File: src/rtl/checker_psync_tx.sv
// Transmit side of a toggle-encoded pulse crossing. Each event pulse becomes one
// transition on `level`. Transitions are spaced by HOLDOFF cycles, and excess events are queued.
module checker_psync_tx #(
   parameter int HOLDOFF   = 4,
   parameter int CNT_WIDTH = 4
) (
   input  logic                 sys_clk,
   input  logic                 sys_rst,
   input  logic                 i,
   input  logic                 ovf_clr,
   output logic                 level,
   output logic [CNT_WIDTH-1:0] pending,
   output logic                 busy,
   output logic                 overflow
);

   localparam int TW = $clog2(HOLDOFF) + 1;
   localparam logic [TW-1:0]        TIMER_LOAD = TW'(HOLDOFF - 1);
   localparam logic [CNT_WIDTH-1:0] CNT_MAX    = '1;
   localparam logic [CNT_WIDTH-1:0] CNT_ONE    = CNT_WIDTH'(1);

   logic [TW-1:0]        timer_reg;
   logic                 emit;
   logic                 drop;
   logic [CNT_WIDTH-1:0] pending_next;

   // A fresh event with an empty queue is sent straight away instead of being counted.
   assign emit = (timer_reg == '0) && ((pending != '0) || i);
   assign drop = i && !emit && (pending == CNT_MAX);

   always_comb begin
      pending_next = pending;
      if (i && !emit && !drop) begin
         pending_next = pending + CNT_ONE;
      end else if (!i && emit) begin
         pending_next = pending - CNT_ONE;
      end
   end

   always_ff @(posedge sys_clk) begin
      if (sys_rst) begin
         level     <= 1'b0;
         pending   <= '0;
         timer_reg <= '0;
         overflow  <= 1'b0;
      end else begin
         pending <= pending_next;
         if (emit) begin
            level     <= ~level;
            timer_reg <= TIMER_LOAD;
         end else if (timer_reg != '0) begin
            timer_reg <= timer_reg - TW'(1);
         end
         // A drop in the same cycle beats a clear request.
         if (drop) begin
            overflow <= 1'b1;
         end else if (ovf_clr) begin
            overflow <= 1'b0;
         end
      end
   end

   assign busy = (pending != '0) || (timer_reg != '0);

endmodule

File: config.mk
export PLATFORM = sky130hd
export DESIGN_NAME = checker_psync_tx
export DESIGN_NICKNAME = d
export VERILOG_FILES = /design/src/rtl/checker_psync_tx.sv
export SDC_FILE = /design/constraint.sdc
export NUM_CORES = 1
export LEC_CHECK = 0
export CORE_ASPECT_RATIO = 1.1
export CORE_UTILIZATION = 23
export CTS_CLUSTER_DIAMETER = 50
export DETAILED_ROUTE_END_ITERATION = 10
export GPL_TIMING_DRIVEN = 1
export SYNTH_ARGS = -nofsm -noshare
export SYNTH_HDL_FRONTEND = slang
export SYNTH_SLANG_ARGS = --single-unit
File: constraint.sdc
create_clock -name sys_clk -period 4.02 [get_ports sys_clk]
set_clock_uncertainty 0.2 [all_clocks]
set_input_delay 0.603 -clock sys_clk [delete_from_list [all_inputs] [get_ports sys_clk]]
set_output_delay 0.603 -clock sys_clk [all_outputs]
set_load 0.01 [all_outputs]
==> run metrics <==
status completed; PortBufs 10; CP Data Arrival Time 2.73 ns; largest net degree at the start of global routing 11; initial core utilization 25.2%; Area growth syn-to-layout 30.1%; Final HPWL DP 777 um; Hold Path Stages 1; clock power share 13.6%; filler instances 249; area occupied by multi-input gates 322 um^2; Setup TNS 0 ns; Max Cap Viol 0; share of cells above drive strength 1 9.86%; clk buf depth 2; insertion delay to the later sink of the worst-skew pair 0.26 ns; Post-synth EDFFs 0; Tmin final 2.78 ns; antenna viol nets, final 0; number of H-tree levels 1; top-area cell type share of the netlist area 34.4%; synthesized cell area ~520 um^2; count of final max-slew check failures 0; Min-Delay Path Class register to register; number of global-route vias before repair 417; max incr delay on CP 0.53 ns; Hold Fails Final Rpt 0; Reg2Reg Setup Slack 1.37 ns; M3 GR Usage 3.47%; max FFs per register 4; pwr/cell area 755 nW/um^2; final setup vio count 0; Fmax achieved roughly 360 MHz; Area contributors post-synth dfxtp_1 (34%), ha_1 (9.5%), nor2_1 (5.0%); Mapped Nets 67; class of the most critical setup path input port to register; Final #Nets 81; synth cell count leaders dfxtp_1 (9), nor2_1 (7), a21oi_1 (5), inv_1 (5), nor3_1 (5); combinational power share 54.7%; Final Power approximately 0.0005 W; sequential area share after synthesis 34.4%; CP Max Fanout 6; sequential power share 31.7%; CTS tree done; end of the worst hold path timer_reg[0]; Num CTS Buffers 3; synth unique cells 25; CTS sink cnt 9; Synth Register Bits 9; Worst Setup SP i; internal power between 0.0003 and 0.0004 W; CP endpoint kind register; Req. time, crit path 3.96 ns; Ys Warns 0; GR peak layer met2; hold_sp timer_reg[0]; Die Wd 47.5 um; syn_area_per_cell 9.04 um^2; die area 2470 um^2; Finished Core Util between 30% and 40%; Net Sw Frac 40.4%; Leak 0.281 nW; total grt overflow 0; R2R Path End pending[3]; Reg area 180 um^2; Residual DRC 0; first-pass GRT wire length 1.78 mm; Antenna Diode Count 0; P_sw approximately 0.00021 W; Post-CTS Setup Inserts 0; period utilization 69.2%; Routed WL 1.01 mm; Top FF cell, synth dfxtp_1; r2r startpoint timer_reg[0]; GR met1 Demand/Resource 13.2%; worst-path cell chain clkdlybuf4s50_1 > and3_1 > inv_1 > ha_1 > a21o_1 > a21oi_1 > mux2i_1 > mux2_1; worst-case reg-to-reg path depth 10; Yosys top cell by area dfxtp_1; number of cells upsized or downsized after cts 0; most numerous cell in the Yosys netlist dfxtp_1; worst-case vdd ir drop between 0.2 and 0.3 mV; clock root buffer master clkbuf_4; RSZ-0062 raised after global routing false; vias per inst 4.56; initial antenna violation count 0; Global Route Usage Sum 10.3%; Worst-path clk slew 0.06 ns; Worst setup SP type input port; Wirelength per Cell 10.2 um; Die Y 52.1 um; I/O pins 11; CP max stage cell clkdlybuf4s50_1; met2 Use GR 14.6%; via count 451; Syn Inst Count slightly below 60; async set-reset flop share out of synthesis 0%; Slew @ Worst Pin 0.360 ns; routability-driven placement congestion ratio roughly 0.85; Core ar. 2080 um^2; # rows 17; iteration-0 DRC count of the detailed router 4; relative slew slack 75.9%; Pre-antenna DRT Iters 4; hold buffers post-CTS 0
-- cell usage in the layout (no fill, tap or decap) --
master	synthesis	final
a211oi_1	2	2
nor4_4	1	1
clkdlybuf4s50_1	0	10
or3_2	1	1
nand2b_4	1	1
nand3_1	2	2
mux2i_1	2	2
nand4_1	1	1
clkbuf_1	1	1
xor2_1	1	1
xnor2_1	1	1
nor3_1	5	5
nor3_2	1	1
nand2_1	1	1
inv_1	5	5
nor2_1	7	7
nor2b_1	2	2
and3_1	1	1
clkbuf_4	0	3
a21oi_1	5	5
a21o_1	1	1
dfxtp_1	9	9
ha_1	4	4
fa_1	1	1
mux2_1	1	1
a21boi_1	1	1
o21ai_0	1	1
-- power by group through the flow --
stage | Combinational [W] | Clock (W) | Sequential, W
finish | 0.000281 | 0.0000700 | 0.000163
global placement | 0.000277 | 0 | 0.000164
CTS | 0.000284 | 0.0000742 | 0.000164
detailed placement | 0.000282 | 0 | 0.000166
floorplan | 0.000192 | 0 | 0.000166
global route | 0.000322 | 0.0000792 | 0.000170
-- critical path, delay by kind of cell --
family                     cells  cell delay, ns
muxes                          2            0.56
buffers and inverters          2            0.67
adders and majority gates      1            0.29
AOI/OAI and AO/OA              2            0.33
and+or+nand+nor                1            0.26
-- final cells by class --
class	instances	share of cell area (%)
sequential	9	26.4
inverter	5	2.75
tap	28	5.14
timing repair buffer	10	14.7
multi-input combinational	43	47.2
clock buffer	4	3.85
-- worst max path at each step --
stage / endpoint / slack, ns / cells past startpoint
2_1_floorplan: pending[3] / 1.54 / 10
3_3_place_gp: pending[3] / 1.01 / 8
3_5_place_dp: pending[3] / 0.97 / 8
4_1_cts: pending[3] / 1.25 / 8
5_1_grt: pending[3] / 1.17 / 8
6_report: pending[3] / 1.24 / 8
-- per-stage QoR --
step / cell area, um^2 / setup slack [ns] / std cells / hold WS [ns]
2_1_floorplan: 524 / 1.54 / 58 / 0.237
3_3_place_gp: 656 / 1.01 / 95 / 0.257
3_5_place_dp: 656 / 0.971 / 95 / 0.259
4_1_cts: 682 / 1.25 / 99 / 0.272
5_1_grt: 682 / 1.17 / 99 / 0.303
6_report: 682 / 1.24 / 99 / 0.264
-- metal layers --
layer  vias up  wire length, um
met5         -                0
met4         0               11
met3         2               50
met2        10              460
met1       213              490
li1        226                -
-- cell families (layout without fill, tap and decap cells) --
logic type | Yosys count | count (layout) | share of synthesized area, %
AO/OA/AOI/OAI | 10 | 10 | 11.5
multiplexers | 3 | 3 | 5.97
AND/OR/NAND/NOR | 23 | 23 | 27.2
flip-flops | 9 | 9 | 34.4
adder cells (fa/ha/maj) | 5 | 5 | 13.4
buffers and inverters | 6 | 19 | 4.30
XOR/XNOR | 2 | 2 | 3.34
No activity file was read; power rests on OpenSTA's default activity.
